[config.mk]
export PLATFORM = sky130hd
export DESIGN_NAME = mult_hilo_unit
export DESIGN_NICKNAME = d
export VERILOG_FILES = /design/src/rtl/mips_defs_pkg.sv /design/src/rtl/mul_iter_core.sv /design/src/rtl/mult_hilo_unit.sv
export SDC_FILE = /design/constraint.sdc
export NUM_CORES = 1
export LEC_CHECK = 0
export ABC_AREA = 0
export CAP_MARGIN = 30
export CORE_UTILIZATION = 39
export CTS_BUF_LIST = sky130_fd_sc_hd__clkbuf_8
export DETAILED_ROUTE_END_ITERATION = 10
export SLEW_MARGIN = 10
export SYNTH_ARGS = -nofsm -noshare
export SYNTH_HDL_FRONTEND = slang
export SYNTH_SLANG_ARGS = --single-unit
export TNS_END_PERCENT = 1
[constraint.sdc]
create_clock -name clk -period 5.8 [get_ports clk]
set_input_delay 0.58 -clock clk [delete_from_list [all_inputs] [get_ports clk]]
set_output_delay 0.58 -clock clk [all_outputs]
set_load 0.01 [all_outputs]
[src/rtl/mips_defs_pkg.sv]
// Shared encodings for the execute-stage multiply / HI-LO unit.
// The FSM state, MFHI/MFLO select codes and ALU op code all live here.
package mips_defs_pkg;

    typedef enum logic [1:0] {
        ST_IDLE = 2'b00,
        ST_BUSY = 2'b01,
        ST_DONE = 2'b10
    } mul_state_t;

    localparam logic [1:0] HILO_MF_LO   = 2'b00;
    localparam logic [1:0] HILO_MF_HI   = 2'b01;
    localparam logic [1:0] HILO_MF_NONE = 2'b10;

    localparam logic [2:0] ALU_MULT = 3'b100;

endpackage

[src/rtl/mul_iter_core.sv]
// Shift-add multiply datapath: one partial product per step, with sign fix-up
// applied combinationally on the finished magnitude product.
module mul_iter_core #(
    parameter int WIDTH = 32
) (
    input  logic               clk,
    input  logic               rst,
    input  logic               load,
    input  logic               step,
    input  logic               hassign,
    input  logic [WIDTH-1:0]   a,
    input  logic [WIDTH-1:0]   b,
    output logic [2*WIDTH-1:0] product
);

    logic [WIDTH-1:0]   mcand;
    logic [WIDTH-1:0]   mplier;
    logic [2*WIDTH-1:0] acc;
    logic               sign;

    logic [WIDTH-1:0]   a_mag;
    logic [WIDTH-1:0]   b_mag;
    logic [WIDTH-1:0]   addend;
    logic [WIDTH:0]     sum;

    always_comb begin
        a_mag  = (hassign && a[WIDTH-1]) ? -a : a;
        b_mag  = (hassign && b[WIDTH-1]) ? -b : b;
        addend = mplier[0] ? mcand : '0;
        // Carry out of the upper half becomes the new top bit after the shift.
        sum    = {1'b0, acc[2*WIDTH-1:WIDTH]} + {1'b0, addend};
    end

    always_ff @(posedge clk or posedge rst) begin
        if (rst) begin
            mcand  <= '0;
            mplier <= '0;
            acc    <= '0;
            sign   <= 1'b0;
        end else if (load) begin
            mcand  <= a_mag;
            mplier <= b_mag;
            acc    <= '0;
            sign   <= hassign & (a[WIDTH-1] ^ b[WIDTH-1]);
        end else if (step) begin
            acc    <= {sum, acc[WIDTH-1:1]};
            mplier <= mplier >> 1;
        end
    end

    assign product = sign ? -acc : acc;

endmodule

[src/rtl/mult_hilo_unit.sv]
// Iterative MULT/MULTU unit owning HI/LO; stalls the pipeline while the
// shift-add runs and serves MFHI/MFLO reads combinationally.
//
//   state | meaning
//   IDLE  | waiting for start; accept cycle asserts stall
//   BUSY  | WIDTH shift-add iterations, stall held
//   DONE  | stall released, HI/LO written at the closing edge
module mult_hilo_unit
    import mips_defs_pkg::*;
#(
    parameter int WIDTH = 32,
    parameter int CNT_W = 5
) (
    input  logic             clk,
    input  logic             rst,
    input  logic             start,
    input  logic             hassign,
    input  logic [WIDTH-1:0] a,
    input  logic [WIDTH-1:0] b,
    input  logic [1:0]       hilo_mf,
    input  logic             flush,
    output logic             stall,
    output logic             busy,
    output logic [WIDTH-1:0] hilo_rdata,
    output logic [WIDTH-1:0] hi,
    output logic [WIDTH-1:0] lo
);

    localparam logic [CNT_W-1:0] LAST_CNT = CNT_W'(WIDTH - 1);

    mul_state_t         state;
    logic [CNT_W-1:0]   count;
    logic               accept;
    logic [2*WIDTH-1:0] product;

    assign accept = (state == ST_IDLE) && start && !flush;
    assign stall  = !flush && ((state == ST_BUSY) || accept);

    mul_iter_core #(
        .WIDTH (WIDTH)
    ) u_core (
        .clk     (clk),
        .rst     (rst),
        .load    (accept),
        .step    (state == ST_BUSY),
        .hassign (hassign),
        .a       (a),
        .b       (b),
        .product (product)
    );

    always_ff @(posedge clk or posedge rst) begin
        if (rst) begin
            state <= ST_IDLE;
            count <= '0;
            busy  <= 1'b0;
            hi    <= '0;
            lo    <= '0;
        end else if (flush) begin
            state <= ST_IDLE;
            busy  <= 1'b0;
        end else begin
            case (state)
                ST_IDLE: begin
                    if (accept) begin
                        state <= ST_BUSY;
                        count <= '0;
                        busy  <= 1'b1;
                    end
                end
                ST_BUSY: begin
                    count <= count + 1'b1;
                    if (count == LAST_CNT) begin
                        state <= ST_DONE;
                    end
                end
                ST_DONE: begin
                    // start is still high from the same MULT here, so it is not re-sampled.
                    {hi, lo} <= product;
                    state    <= ST_IDLE;
                    busy     <= 1'b0;
                end
                default: begin
                    state <= ST_IDLE;
                    busy  <= 1'b0;
                end
            endcase
        end
    end

    always_comb begin
        case (hilo_mf)
            HILO_MF_LO: hilo_rdata = lo;
            HILO_MF_HI: hilo_rdata = hi;
            default:    hilo_rdata = '0;
        endcase
    end

endmodule

### Yosys cells after proc, flatten, opt, wreduce, memory -nomap -nowiden

Index checks and enable logic that the tools add are counted.

| storage, ports and cells | value |
|---|---|
| register bits after elaboration | 201 |
| output and inout port bits | 98 |
| word-level logic and storage cells | 58 |
| input port bits | 71 |

| cells by class | value |
|---|---|
| eq/ne operators | 8 |
| muxes and demuxes | 18 |
| add/sub/neg operators | 5 |
| reduce and logical (&&, ||, !) cells | 15 |
| bitwise gates (word level) | 3 |

Operators with widths:

| kind | count |
|---|---|
| 64-bit 2-to-1 mux | 3 |
| 32-bit 2-to-1 mux | 5 |
| 32-bit negation | 2 |
| 64-bit negation | 1 |
| 32-bit one-hot mux with 2 select lines | 1 |
| 32-bit by 32-bit adder with 33-bit output | 1 |
| 5-bit one-hot mux with 2 select lines | 1 |
| 2-bit 2-to-1 mux | 3 |
| 3-bit inequality test (second input constant) | 2 |
| 2-bit AND reduction | 3 |
| 5-bit by 1-bit adder with 5-bit output (second input constant) | 1 |
| 5-bit equality test (second input constant) | 1 |
| 1-bit logical AND | 5 |
| 5-bit 2-to-1 mux | 1 |
| 2-bit by 1-bit equality test with 1-bit output (second input constant) | 2 |
| 2-bit zero test | 2 |
| 2-bit inequality test (second input constant) | 2 |
| 2-bit one-hot mux with 2 select lines | 1 |
| 2-bit nonzero test | 2 |
| 3-bit AND reduction | 1 |
| 2-bit equality test (second input constant) | 1 |
| 1-bit 2-to-1 mux | 2 |
| 1-bit one-hot mux with 2 select lines | 1 |
| 1-bit AND | 1 |
| other kinds (4) | 4 |

### Longest topological paths before layout

Gate-level depths: netlist of run 1.

| depth | value |
|---|---|
| word-level depth | 6 |
| mapped depth | 11 |
| mapped depth without buffers | 10 |

### Hierarchy

From an unflattened synthesis of run 1, not the netlist that was laid out.

| unflattened totals | value |
|---|---|
| cells, all modules | 1408 |
| area total of the unflattened synthesis | 13326.5 sq um |

Modules (own cells, without submodules):

| module | instances | area each (sq um) | seq. area each (sq um) | cells each |
|---|---|---|---|---|
| mul_iter_core | 1 | 9758.1 | 3228.1 | 1163 |
| mult_hilo_unit | 1 | 3568.4 | 1801.7 | 245 |

### Least setup slack after synthesis of run 1

OpenSTA, ideal clock, no wires.

| timing | value |
|---|---|
| path kind | flip-flop to flip-flop |
| start point | reg u_core.mplier[0] |
| end point | reg u_core.acc[57] |
| arrival | 2.633 ns |
| setup slack | 3.032 ns |
| data required time | 5.665 ns |
| setup time | 0.135 ns |
| path buffers | 1 |
| period minus slack after synthesis | 2.768 ns |
| stages on the path, launching flop included | 12 |
| cell sequence | dfrtp_1 > clkbuf_1 > and2_1 > ha_1 > fa_1 > a21o_1 > a221oi_1 > o22ai_1 > a211o_1 > a31oi_1 > xor2_1 > o21ai_0 |

| on the way | value |
|---|---|
| word-level cells in the longest chain between the ends | 4 |

RTL lines:

| element | RTL line | text |
|---|---|---|
| start: declaration | mul_iter_core.sv:17 | `logic [WIDTH-1:0] mplier;` |
| start signal: assignment | mul_iter_core.sv:42 | `mplier <= b_mag;` |
| start signal: assignment | mul_iter_core.sv:47 | `mplier <= mplier >> 1;` |
| 32-bit 2-to-1 mux | mul_iter_core.sv:29 | `addend = mplier[0] ? mcand : '0;` |
| 32-bit by 32-bit adder with 33-bit output | mul_iter_core.sv:31 | `sum = {1'b0, acc[2*WIDTH-1:WIDTH]} + {1'b0, addend};` |
| 64-bit 2-to-1 mux | mul_iter_core.sv:45 | `end else if (step) begin` |
| 64-bit 2-to-1 mux | mul_iter_core.sv:40 | `end else if (load) begin` |
| end signal: assignment | mul_iter_core.sv:46 | `acc <= {sum, acc[WIDTH-1:1]};` |
| end: declaration | mul_iter_core.sv:18 | `logic [2*WIDTH-1:0] acc;` |

Every way passes these cells. The select of a mux whose other input is x is not followed.
A chain may end at the register's enable or synchronous reset.

### Final worst setup path of run 1

Ends and elaborated chain as after synthesis.

==> results of run 1 <==
-- stage by stage --
stage | total power [W] | hold WS (ps)
6_report | 0.00478 | 474
5_1_grt | 0.00511 | 499
4_1_cts | 0.00482 | 478
3_5_place_dp | 0.00349 | 464
3_3_place_gp | 0.00345 | 453
2_1_floorplan | 0.00296 | 438
-- flip-flops by register name, summed over array words and instances (netlist names) --
name	cells
count	5
u_core.mcand	32
lo	32
busy	1
state	2
u_core.mplier	32
u_core.sign	1
hi	32
u_core.acc	64
-- layout by cell type, fill, tap and decap left out, types with 16 or more instances in the layout --
cell type / instances
sky130_fd_sc_hd__nand2_1: 243
sky130_fd_sc_hd__o21ai_0: 224
sky130_fd_sc_hd__dfrtp_1: 200
sky130_fd_sc_hd__clkdlybuf4s50_1: 167
sky130_fd_sc_hd__xor2_1: 110
sky130_fd_sc_hd__nor2_1: 97
sky130_fd_sc_hd__a21oi_1: 51
sky130_fd_sc_hd__clkbuf_8: 42
sky130_fd_sc_hd__xnor2_1: 38
sky130_fd_sc_hd__ha_1: 37
sky130_fd_sc_hd__and2_1: 36
sky130_fd_sc_hd__o31ai_1: 34
sky130_fd_sc_hd__mux2i_1: 33
sky130_fd_sc_hd__nand3_1: 30
sky130_fd_sc_hd__a22oi_1: 30
sky130_fd_sc_hd__inv_1: 28
sky130_fd_sc_hd__nor3_1: 16
-- routing by layer --
layer  wire (µm)  track usage, %  vias to the layer above
li1            -               -                     5450
met1       16400            29.6                     5224
met2       15900            35.0                      310
met3        1820            3.79                       53
met4         571            4.95                        0
met5           0               0                        -
-- cell families after synthesis --
group                      Yosys count
xor gates and xnor gates           148
DFF                                201
adders and majority gates           38
AOI/OAI and AO/OA                  425
and+or+nand+nor                    513
muxes                               34
buffers and inverters              102
-- critical path: cells and delay by family, from the launching register on --
| kind | cells | cell delay [ps] |
|---|---|---|
| flops | 1 | 700 |
| fa+ha+maj | 2 | 610 |
| simple gates | 1 | 300 |
| xor+xnor | 1 | 160 |
| compound gates | 6 | 1500 |
-- path summary, 6_finish.rpt --
kind | from | endpoint | slack [ps]
min in group asynchronous | rst | state[0] | 580
min | u_core.mcand[25] | u_core.mcand[25] | 470
min reg2reg | u_core.mcand[25] | u_core.mcand[25] | 470
max reg2reg | u_core.mplier[0] | u_core.acc[57] | 2380
max in group asynchronous | rst | lo[15] | 4240
max | u_core.mplier[0] | u_core.acc[57] | 2380
-- cell type report --
type                    instances  area, µm²
fillers                      3132      16300
multi-input cells            1158       7140
flip-flops and latches        201       5030
repair buffers                180       1840
clock buffers                  42        578
well taps                     402        503
clock inverters                24        138
inverters                      17       67.6
-- where the power goes --
part	switching [W]	total [W]	internal, W
clock	0.000604	0.00131	0.000710
sequential	0.000310	0.00192	0.00161
combinational	0.000930	0.00155	0.000619
total	0.00184	0.00478	0.00294
==> results.txt, run 1 <==
The post-layout net count came out at ~1.7k. The worst-case setup slack after placement came out at ~2400 ps. The initial antenna violation count is 0. For this design, the slowest cell found on the critical path is sky130_fd_sc_hd__dfrtp_1.

The max-capacitance violation count is 0. Timing would allow up to 292 MHz. The simple logic cell fraction of the synthesized area came out at about 20%. On the worst path, the slowest cell contributes a delay of approximately 700 ps. The maximum number of pins on one net before global-route repair is 116. The signal on the critical path passes through and2_1, ha_1, fa_1, a21o_1, a221oi_1, o22ai_1, a211o_1, a31oi_1, xor2_1, o21ai_0. Routability-driven placement finished with a final weighted congestion of around 0.93. Measured along the y axis, the die boundary spans ~180 µm. The share of synthesized area in the top cell type comes to ~40%.

The clock passes through at most 3 buffers. The violation count after the first detailed-route iteration is 696. The largest family of logic cells by synthesized area is compound AO/OA/AOI/OAI gates.

The peak supply drop came out at between 100 and 150 µV. The xor/xnor share of the synthesized area is approximately a tenth. The cell area power density came out at approximately 310 mW/mm². The total detailed-routing wirelength is roughly 35000 µm. The cell depth of the worst hold path came out at 2. The number of cells traversed by the worst register-to-register path is 10. The die extent in x is 181 µm. The final hold violation count came to 0.

The area of the die is 0.0329 mm². The core utilization of the finished layout is approximately half. The via count of the first global-routing pass is 10.7k.

By count the netlist is led by sky130_fd_sc_hd__nand2_1 (245), sky130_fd_sc_hd__o21ai_0 (224), sky130_fd_sc_hd__dfrtp_1 (201). The post-route clock period utilization came out at about 59%. The layout overhead on the synthesized area came out at 22.1%. The count of yosys warnings during synthesis came out at 0. The dominant register cell in the synthesized netlist is sky130_fd_sc_hd__dfrtp_1. The leading area contributor after synthesis is sky130_fd_sc_hd__dfrtp_1.

The final period demand of the worst path came out at between 3000 and 4000 ps. 169 I/O pins were placed. The fraction of final layout cells with drive strength greater than 1 came out at approximately 6.0%. The global router's overall resource usage came out at 21.5%. Detailed routing inserted a total of roughly 11k vias. In this run the cell area measured after placement is around 0.015 mm². Global routing finished with a remaining overflow of 0. The worst setup path is launched from a register. After synthesis, flip-flops and latches occupy between 40% and 50% of the total area. The number of clock sinks seen by CTS came out at 201.

The async set-or-reset flop fraction in the synthesized netlist is 100%. Setup repair after global routing left no endpoint under its margin. The initialized floorplan defines between 60 and 70 standard-cell rows. The flow ran to the end, and the final reports show no timing, DRC or antenna violations. The count of flip-flops with a built-in enable after synthesis is 0. The final number of setup-violating endpoints came out at 0. Of all nets on the critical path, the largest fanout is 33.

The routed length per instance is roughly 17 µm. At the pin with the least slew margin, the transition time is 930 ps. Clock-pin slew was measured on the worst setup and hold paths at roughly 60 ps.

The filler-free cell count of the finished design is 2024. The number of DRC violations after detailed routing came out at 0. A synthesized cell averages 8.58 µm². The post-synthesis instance total is around 1.5k. TritonCTS built the clock tree. Detailed placement ended at an HPWL of 25800 µm. The number of clock buffers inserted by TritonCTS came out at 37. After layout, the worst setup slack is approximately 2400 ps. The number of buffers inserted by hold repair at cts came out at 0.

The endpoint class of the critical path is a register. The clock skew came out at 20.1 ps. The wire length of the first global-routing pass came out at 57200 µm. The number of buffers inserted by port buffering came out at 168. The number of nets handed over by synthesis was 1570. Once detail routing completed, the nets flagged for antenna violations numbered 0.

The static leakage came out at between 6 and 7 nW. The arithmetic-cell share of the synthesized area counting full adders, half adders and majority gates is about 3.9%. The worst setup path is of the reg -> reg kind. The flip-flop and latch count after synthesis came out at around 200. In this run the tightest slew margin relative to its limit is a little under two fifths. The number of antenna cells inserted came out at 0.

The count of buffers added by post-CTS timing repair for setup came out at 0. The number of vias per cell after detailed routing is ~5.5. The total non-filler cell area in the finished layout came out at about 0.015 mm². The insertion delay to the later sink of the worst-skew pair came out at about 540 ps.

The worst endpoint required time is ~6000 ps. STA puts the critical path data arrival time at 3790 ps. After synthesis, the share of cell area in mux cells is ~2.7%.

The number of different library cells used by synthesis comes to 65. The number of iterations in the first detailed-routing pass is 5. The cell count after placement came out at roughly 2.0k. The core box area came out at approximately 0.032 mm². The final total negative setup slack is 0 ps.

The cell area that synthesis handed to floorplanning was between 0.01 and 0.015 mm². After synthesis, the cell types taking the most area are sky130_fd_sc_hd__dfrtp_1 (40%), sky130_fd_sc_hd__o21ai_0 (8.9%), sky130_fd_sc_hd__xor2_1 (7.7%), sky130_fd_sc_hd__nand2_1 (7.3%), sky130_fd_sc_hd__ha_1 (3.7%). The share of the synthesized area in compound gates (AO/OA/AOI/OAI) is roughly a fifth.

The class of the most critical hold timing path is reg -> reg. For this configuration, the core starts out at a cell density of between 30% and 40%. The number of pins exceeding their max-slew limit in the final report was 0. The H-tree was split into 2 levels.

The post-CTS resize count came out at 0. Among all cell types in the netlist, the one instantiated most often is sky130_fd_sc_hd__nand2_1. The tree is rooted in a sky130_fd_sc_hd__clkbuf_8.
Power figures use the tool's default switching activity.
==> run 2, diff against run 1 <==
==> constraint.sdc (replaced) <==
create_clock -name clk -period 3.1 [get_ports clk]
set_input_delay 0.31 -clock clk [delete_from_list [all_inputs] [get_ports clk]]
set_output_delay 0.31 -clock clk [all_outputs]
set_load 0.01 [all_outputs]
==> run 2 against run 1 <==
Combinational power increased by 100%. Largest power group unchanged. Highest routed layer unchanged. Fmax increased by 16%. Via count increased by 0.84%.
==> results.txt, run 2 (same netlist as run 1, synthesis figures left out) <==
Setup repair after global routing left no endpoint under its margin. Grouping stages by cell kind, the critical path spends the most delay in compound AO/OA/AOI/OAI gates. The first global-routing pass estimated 58200 µm of wire. The run finished with clean final reports. The number of clock sinks seen by CTS came out at between 200 and 250. The clock-pin slew on the worst setup and hold paths is approximately 60 ps. Tracing the worst setup path back leads to its startpoint at u_core.mplier[0].

The worst setup path is captured at a register. The highest clock rate is around 340 MHz. STA classifies the critical path startpoint as a register. The post-route clock period utilization is between 90% and 100%. Post-CTS timing repair inserted 0 buffers for setup. After detailed routing, the number of remaining DRC violations is 0.

TritonCTS built the clock tree. In this run, the combinational gates consume 34.5% of the power. The max-capacitance violation count came out at 0. Setup violations remaining at the end of the flow were counted as 0. The number of pins exceeding their max-slew limit in the final report was 0. Of the cells placed in the final design, the portion with a size suffix greater than 1 is around 7.7%.

The number of flip-flops in the largest register is between 60 and 70. The filler-free cell count of the finished design came out at 2058. For the worst setup path, the data arrival time is around 3300 ps. The standard-cell row count came out at between 60 and 70. The startpoint identified for the worst register-to-register timing path is u_core.mplier[0]. The total non-filler cell area in the finished layout is between 0.015 and 0.02 mm². For the final database, setup skew stands at between 10 and 15 ps. The buffers plus inverters on the worst setup path is 2. In this run the register-to-register setup slack is roughly 140 ps.

The number of antenna cells inserted is 0. For this block, the initial DRC count from the detailed router was between 600 and 700. The library cells used most frequently in the layout, excluding fill and tap cells, are sky130_fd_sc_hd__nand2_1 (243), sky130_fd_sc_hd__o21ai_0 (224), sky130_fd_sc_hd__dfrtp_1 (199), sky130_fd_sc_hd__clkdlybuf4s50_1 (167), sky130_fd_sc_hd__xor2_1 (110). Traced cell by cell, the critical path runs through buf_4, and2_1, ha_1, a21o_1, a221o_1, a21oi_1, o211ai_1, buf_4, a21oi_1, xor2_1, o21ai_0.

Dividing the detail-routed wire length by the instance count gives 17.3 µm. The worst stage delay on the critical path came out at 510 ps. The clock share of power came out at 26.4%.

The via total after detailed routing came out at between 10k and 15k. Of the total power, the share spent switching nets is around two fifths. The maximum number of pins on one net before global-route repair is 100.

The final total negative setup slack is 0 ps. In the final design database the tool counted around 1.7k nets. The static leakage is around 6.7 nW.

The number of iterations in the first detailed-routing pass is 5. Global routing used 22.0% of the available tracks. The final period demand of the worst path is about 3000 ps.

The insertion delay to the later sink of the worst-skew pair is 530 ps. Summed over all layers, the global routing overflow is 0. The H-tree was split into 2 levels. The maximum fanout encountered on the critical timing path came out at 18.

The initial antenna violation count was 0. The net switching power came out at between 0.003 and 0.004 W. The total area inside the core boundary comes to around 0.032 mm². For the pin with the worst max-slew slack, the measured transition is roughly 780 ps. VDD sags by at most between 200 and 300 µV.

The total detailed-routing wirelength came out at 35500 µm. The part of the total power dissipated in sequential elements came out at 39.1%. The number of placed instances, taps included, is about 2k. The worst endpoint required time is 3460 ps. The number of filler cells placed in the layout came out at a little over 3k. The worst hold path belongs to the class in -> async. At the end of routability-driven placement, the weighted congestion stood at 0.916. For this configuration, the core starts out at a cell density of 39.7%. The buffer levels on the longest clock path is 3. The number of buffers inserted by port buffering is 168. The worst setup path is of the reg -> reg kind.

The number of buffers inserted by hold repair at cts came out at 0. The worst relative slew slack is 48.3%. The power after layout came out at between 0.009 and 0.01 W. The master of the slowest instance on the critical path is sky130_fd_sc_hd__dfrtp_2. The die height is 181 µm.

The final hold violation count came out at 0. The die extent in x came out at 181 µm. The core utilization of the finished layout came out at 49.2%.

In this run, CTS created clock tree buffers numbering 37. The post-CTS resize count came out at 0. The floorplan step defined a die boundary enclosing approximately 0.033 mm².

The via count of the first global-routing pass is 10.8k. The area of placed instances is 0.0148 mm². Counting flops per register, the top entry is u_core.acc.

The cell internal power dissipation is 0.00560 W. The number of top-level pins is between 150 and 200. The most common cell after layout, fill and taps aside is sky130_fd_sc_hd__nand2_1.

In this run the remaining antenna-violating nets after routing total 0. The number of vias per cell after detailed routing is approximately 5.4. The cell area power density came out at around 590 mW/mm². From synthesis to final layout, the design area changed by 24.0%. The HPWL reported at the end of detailed placement is between 20000 and 30000 µm. The tree is rooted in a sky130_fd_sc_hd__clkbuf_8.
[run 2: area by class of cell]
class / instances / area, µm² / area share, %
inverters: 17 / 67.6 / 0.435
repair buffers: 215 / 2090 / 13.4
multi-input cells: 1158 / 7150 / 46.1
clock buffers: 41 / 564 / 3.63
clock inverters: 24 / 125 / 0.806
well taps: 402 / 503 / 3.24
flip-flops and latches: 201 / 5030 / 32.4
[run 2: through the flow]
stage | setup slack (ps) | hold slack (ps)
after floorplan | 188 | 394
after global placement | 49.0 | 454
after detailed placement | 21.6 | 456
after CTS | 9.94 | 272
after global routing | 29.7 | 311
final | 142 | 272
[run 2: path summary, 6_finish.rpt]
| kind | to | cells after the start |
|---|---|---|
| max in group asynchronous | u_core.mcand[22] | 3 |
| max reg2reg | u_core.acc[56] | 11 |
| min | u_core.acc[0] | 3 |
| min in group clk | state[0] | 3 |
| max | u_core.acc[56] | 11 |
| min reg2reg | u_core.mcand[31] | 2 |
[run 2: power by group through the flow]
stage | Sequential, W | Combinational, W | Clock (W)
after CTS | 0.00354 | 0.00313 | 0.00247
after global routing | 0.00361 | 0.00350 | 0.00259
after global placement | 0.00358 | 0.00309 | 0
final | 0.00356 | 0.00314 | 0.00240
after detailed placement | 0.00359 | 0.00312 | 0
after floorplan | 0.00339 | 0.00215 | 0
[run 2: worst min-delay path, cell delays in order]
cell and delay (ps):
sky130_fd_sc_hd__clkdlybuf4s50_1 440, sky130_fd_sc_hd__clkinvlp_4 130, sky130_fd_sc_hd__buf_4 300
[run 2: per-layer routing]
layer	routed length [µm]	vias to the layer above	GRT usage (%)
met2	16000	338	35.8
met4	732	0	5.69
li1	-	5515	-
met1	16900	5218	30.5
met5	0	-	0
met3	1840	59	3.16
